## config.mk

```make
export PLATFORM = sky130hd
export DESIGN_NAME = bht_update_gen
export DESIGN_NICKNAME = d
export VERILOG_FILES = /design/src/rtl/bht_update_gen.sv
export SDC_FILE = /design/constraint.sdc
export NUM_CORES = 1
export LEC_CHECK = 0
export CORE_ASPECT_RATIO = 1.25
export CORE_MARGIN = 8
export CORE_UTILIZATION = 40
export DETAILED_ROUTE_END_ITERATION = 7
export PLACE_DENSITY = 0.63
export SETUP_SLACK_MARGIN = 0.3
export SLEW_MARGIN = 20
export SYNTH_ARGS = -nofsm -noshare
export SYNTH_HDL_FRONTEND = slang
export SYNTH_SLANG_ARGS = --single-unit
```

## constraint.sdc

```tcl
create_clock -name clk_i -period 35.7 [get_ports clk_i]
set_input_delay 10.71 -clock clk_i [delete_from_list [all_inputs] [get_ports clk_i]]
set_output_delay 10.71 -clock clk_i [all_outputs]
set_load 0.02 [all_outputs]
```

## src/rtl/bht_update_gen.sv

```systemverilog
// In-order queue of consumed BHT predictions; pops on branch resolve and emits the BHT training write.
// Optional head-PC cross-check is enabled with `define BHT_UPD_PC_CHECK_EN.
module bht_update_gen #(
  parameter int unsigned VLEN       = 64,
  parameter int unsigned INDEX_BITS = 7,
  parameter int unsigned DEPTH      = 8
) (
  input  logic                    clk_i,
  input  logic                    rst_ni,
  input  logic                    flush_i,
  input  logic                    push_valid_i,
  output logic                    push_ready_o,
  input  logic [VLEN-1:0]         push_pc_i,
  input  logic [INDEX_BITS-1:0]   push_index_i,
  input  logic                    push_taken_i,
  input  logic                    resolve_valid_i,
  input  logic [VLEN-1:0]         resolve_pc_i,
  input  logic                    resolve_taken_i,
  output logic                    bht_update_valid_o,
  output logic [VLEN-1:0]         bht_update_pc_o,
  output logic                    bht_update_taken_o,
  output logic [INDEX_BITS-1:0]   bht_update_index_o,
  output logic                    mispredict_o,
  output logic                    orphan_o,
  output logic                    pc_mismatch_o,
  output logic [$clog2(DEPTH):0]  count_o
);

  localparam int unsigned PTR_W = $clog2(DEPTH);
  localparam int unsigned CNT_W = PTR_W + 1;

  typedef struct packed {
    logic [VLEN-1:0]       pc;
    logic [INDEX_BITS-1:0] index;
    logic                  taken;
  } rec_t;

  rec_t mem [DEPTH];

  logic [PTR_W-1:0]      rd_ptr_q, rd_ptr_d;
  logic [PTR_W-1:0]      wr_ptr_q, wr_ptr_d;
  logic [CNT_W-1:0]      count_q, count_d;
  logic                  upd_valid_q, upd_valid_d;
  logic [VLEN-1:0]       upd_pc_q, upd_pc_d;
  logic                  upd_taken_q, upd_taken_d;
  logic [INDEX_BITS-1:0] upd_index_q, upd_index_d;
  logic                  mispredict_q, mispredict_d;
  logic                  orphan_q, orphan_d;
  logic                  pc_mismatch_q, pc_mismatch_d;

  logic push_fire, has_head, pop, pc_bad, emit, clear, mem_we;
  rec_t head, push_rec;

  assign push_ready_o = (count_q != CNT_W'(DEPTH));
  assign push_fire    = push_valid_i && push_ready_o;
  assign has_head     = (count_q != '0);
  assign pop          = resolve_valid_i && has_head;
  assign head         = mem[rd_ptr_q];

`ifdef BHT_UPD_PC_CHECK_EN
  assign pc_bad = pop && (resolve_pc_i != head.pc);
`else
  logic unused_resolve_pc;
  assign unused_resolve_pc = ^resolve_pc_i;
  assign pc_bad = 1'b0;
`endif

  // A PC mismatch discards the whole queue exactly like a flush.
  assign emit   = pop && !pc_bad;
  assign clear  = flush_i || pc_bad;
  assign mem_we = push_fire && !clear;

  assign push_rec.pc    = push_pc_i;
  assign push_rec.index = push_index_i;
  assign push_rec.taken = push_taken_i;

  // Next-state and registered-output decode.
  always_comb begin
    rd_ptr_d      = rd_ptr_q;
    wr_ptr_d      = wr_ptr_q;
    count_d       = count_q;
    upd_valid_d   = 1'b0;
    upd_pc_d      = upd_pc_q;
    upd_taken_d   = upd_taken_q;
    upd_index_d   = upd_index_q;
    mispredict_d  = 1'b0;
    orphan_d      = resolve_valid_i && !has_head;
    pc_mismatch_d = pc_bad;

    if (emit) begin
      upd_valid_d  = 1'b1;
      upd_pc_d     = head.pc;
      upd_index_d  = head.index;
      upd_taken_d  = resolve_taken_i;
      mispredict_d = head.taken ^ resolve_taken_i;
    end

    if (clear) begin
      rd_ptr_d = '0;
      wr_ptr_d = '0;
      count_d  = '0;
    end else begin
      if (push_fire) wr_ptr_d = wr_ptr_q + PTR_W'(1);
      if (pop)       rd_ptr_d = rd_ptr_q + PTR_W'(1);
      count_d = count_q + CNT_W'(push_fire) - CNT_W'(pop);
    end
  end

  // State and output registers.
  always_ff @(posedge clk_i) begin
    if (!rst_ni) begin
      rd_ptr_q      <= '0;
      wr_ptr_q      <= '0;
      count_q       <= '0;
      upd_valid_q   <= 1'b0;
      upd_pc_q      <= '0;
      upd_taken_q   <= 1'b0;
      upd_index_q   <= '0;
      mispredict_q  <= 1'b0;
      orphan_q      <= 1'b0;
      pc_mismatch_q <= 1'b0;
    end else begin
      rd_ptr_q      <= rd_ptr_d;
      wr_ptr_q      <= wr_ptr_d;
      count_q       <= count_d;
      upd_valid_q   <= upd_valid_d;
      upd_pc_q      <= upd_pc_d;
      upd_taken_q   <= upd_taken_d;
      upd_index_q   <= upd_index_d;
      mispredict_q  <= mispredict_d;
      orphan_q      <= orphan_d;
      pc_mismatch_q <= pc_mismatch_d;
    end
  end

  // Record storage carries no reset; stale entries are never read.
  always_ff @(posedge clk_i) begin
    if (mem_we) mem[wr_ptr_q] <= push_rec;
  end

  assign bht_update_valid_o = upd_valid_q;
  assign bht_update_pc_o    = upd_pc_q;
  assign bht_update_taken_o = upd_taken_q;
  assign bht_update_index_o = upd_index_q;
  assign mispredict_o       = mispredict_q;
  assign orphan_o           = orphan_q;
  assign pc_mismatch_o      = pc_mismatch_q;
  assign count_o            = count_q;

endmodule

```

==> impl_results.md <==
- Final TNS setup: 0 ns
- Yosys top cell by area: edfxtp_1
- CP max FO: 39
- 1st-iter DRT viols: approximately 900
- Clock network power share: between 30 and 40%
- Std-Cell Rows: 102
- Met1 usage: about a fifth
- WHS Endpoint: bht_update_taken_o
- Psw: 406.5 uW
- Combinational cell fraction of total power: a little over a tenth
- Die Span X: ~240 um
- #FFs+latches synth: about 660
- Dpl cells: roughly 2400
- Share of the synthesized area in the top cell type: between 60 and 70%
- Worst r2r path cells: 11
- Worst Hold Depth: 2
- Htree depth: 3
- FF-to-FF End: count_o[2]
- Mux share of post-synthesis cell area: about 12%
- Ys async rst share: 0%
- Synth cell count leaders: edfxtp_1 (576), mux2i_1 (288), a22oi_1 (144), dfxtp_1 (88), nor2_1 (87)
- GRT busiest layer: met2
- Layout cells sized above 1: ~8.9%
- M3 GR Usage: under 10%
- Crit path capture type: register
- CTS buffer count: 67
- Critical path class: input pin to register
- First-pass GRT wire length: about 86000 um
- Filler cells: 5320
- Fmax: between 70 and 80 MHz
- Die Y: 295.8 um
- Worst min-delay path class: register to register
- Mapped Cells: around 1500
- Initial antenna violation count: 3
- Fin Hold WS: about 0.46 ns
- Post-Synth Simple-Gate Area: between 1.5 and 2%
- CTS resizes: 0
- Synth unique cells: 37
- Congestion Overflow GR: 0
- Max Slew Vio Count: 0
- Routed wire length: between 50000 and 60000 um
- Critical Path AT: around 14 ns
- Mapped Area: about 25000 sq um
- # IOs: around 220
- DRC viols: 0
- Routed len/inst: between 20 and 25 um
- CORE AREA: about 62000 sq um
- Post-synth EDFFs: between 500 and 600
- Post-Layout Cell Count: approximately 2500
- Syn Nets: between 1500 and 2000
- Tmin final: 13.70 ns
- I/O Buffers: 157
- Starting Density: around two fifths
- Clock transition at the registers of the reported paths: around 0.060 ns
- Final Cycle Share: between 30% and 40%
- Total power: between 1500 and 2000 uW
- Root Driver: clkbuf_16
- Post CTS Setup Buffer Count: 0
- Largest family of logic cells by synthesized area: multiplexers
- Sinks on Clock Net: between 600 and 700
- CP startpoint kind: input pin
- Clk_lat worst skew: ~0.60 ns
- R2r setup slk: 31.72 ns
- GRT Overall Usage: between 10% and 20%
- Main flop type after synthesis: edfxtp_1
- Slew margin rel.: between 20 and 30%
- Compound-Gate Fraction of Synth Area: approximately 7.3%
- Min-delay src: bht_update_taken_o
- Adder-cell share of the synthesized area: 0.4793%
- Fin. Hold Viols: 0
- M2 GR Usage: 28.03%
- Max clock buf depth: 3
- Worst R2R Start: count_o[2]
- Via count: between 10000 and 15000
- Via density: roughly 5.2
- DP HPWL: around 30000 um
- Status: completed
- Finish-stage setup viols: 0
- Worst slew pin tran: roughly 1.1 ns
- XOR/XNOR Fraction of Synth Area: less than 1%
- Leak pwr: 0.009206 uW
- First-pass iteration count of the detailed router: 5
- PwrDens: approximately 60 nW/um^2
- NumNets Final: ~1800
- RSZ-0062 raised after global routing: false
- Max Cap Violations: 0
- Antenna violation net count after detailed routing: 0
- Critical path required time: 36.17 ns
- Internal power: 1374 uW
- Cts hold-fix bufs: 0
- Most common cell in the synthesized netlist: edfxtp_1
- VDD IR max: 0.03928 mV
- Ys Warns: 0
- Average cell area after synthesis: roughly 17 sq um
- Area growth syn-to-layout: 18.69%
- Largest net degree at the start of global routing: 137
- CTS tree: built
- Worst Clk Skew: about 0.01 ns
- Flop pwr share: between 40% and 50%
- Die footprint: roughly 71000 sq um
- Post-synthesis sequential area ratio: 76.05%
- Number of global-route vias before repair: roughly 14000
- GP Congestion: 0.6788
- Top cells by area, synth: edfxtp_1 (69%), mux2i_1 (12%), dfxtp_1 (7.0%), a22oi_1 (4.3%), a21oi_1 (1.5%)
- Sw Ratio: between 20% and 30%
[state kept, by name, indices dropped and copies added, names as in the netlist, named ones only]
register and cells:
mem 576, orphan_o 1, rd_ptr_q 3, bht_update_index_o 7, mispredict_o 1, wr_ptr_q 3
count_o 4, bht_update_pc_o 64, bht_update_valid_o 1, bht_update_taken_o 1
[cell families after synthesis]
| group | Yosys count |
|---|---|
| other | 1 |
| AO/OA/AOI/OAI | 293 |
| XOR/XNOR | 6 |
| flip-flops | 664 |
| AND/OR/NAND/NOR | 117 |
| buffers and inverters | 98 |
| multiplexers | 288 |
| adder cells (fa/ha/maj) | 9 |
[cell usage in the layout, fill, tap and decap left out, types with 15 or more instances in the layout]
cell,instances
edfxtp_1,576
o21ai_1,70
clkbuf_1,15
clkbuf_16,73
mux2i_1,288
clkdlybuf4s50_1,156
nor2_1,84
a22oi_1,144
a21oi_1,75
dfxtp_1,87
buf_4,27
[worst max-delay path by stage]
stage	start	end	cells after the start
after detailed placement	resolve_valid_i	count_o[2]	9
after global placement	resolve_valid_i	count_o[2]	9
after global routing	resolve_valid_i	count_o[2]	9
after CTS	resolve_valid_i	count_o[2]	9
final	resolve_valid_i	count_o[2]	9
after floorplan	flush_i	mem[0][0]	2
[cell type report]
cell class / count / area (sq um) / area share (%)
Clock buffer: 93 / 1952 / 6.562
Timing Repair Buffer: 188 / 1871 / 6.289
Clock inverter: 29 / 306.5 / 1.031
Multi-Input combinational cell: 714 / 5469 / 18.39
Inverter: 8 / 31.28 / 0.1052
Antenna cell: 5 / 12.51 / 0.04206
Sequential cell: 664 / 19060 / 64.09
Tap cell: 832 / 1041 / 3.500
[power groups by stage]
| stage | Combinational (uW) | Sequential (uW) | Clock, uW |
|---|---|---|---|
| 6_report | 184 | 886 | 710 |
| 2_1_floorplan | 88.0 | 923 | 0 |
| 3_3_place_gp | 184 | 902 | 0 |
| 4_1_cts | 188 | 886 | 728 |
| 5_1_grt | 199 | 889 | 758 |
| 3_5_place_dp | 187 | 903 | 0 |
[stage by stage]
| stage | worst slack [ns] | util (%) | area (sq um) |
|---|---|---|---|
| 3_5_place_dp | 21.36 | 44.24 | 27440 |
| 4_1_cts | 21.98 | 47.89 | 29700 |
| 6_report | 22.00 | 47.96 | 29740 |
| 5_1_grt | 21.82 | 47.94 | 29730 |
| 3_3_place_gp | 21.39 | 44.17 | 27400 |
| 2_1_floorplan | 16.75 | - | 25060 |
[per-layer routing]
layer | part of all wire (%) | wire length [um]
met3 | 5.6 | 3263
met1 | 43 | 24700
met5 | 0 | 0
met2 | 50 | 28870
met4 | 1.9 | 1106
[worst max-delay path: stages]
cell and delay [ns]:
clkdlybuf4s50_1 0.59, nand2_4 0.55, clkinv_2 0.83, ha_1 0.59, inv_1 0.05, ha_1 0.20
fa_1 0.41, xnor2_1 0.17, nor2_1 0.05
Note: power is estimated with default switching activity, not from simulation.
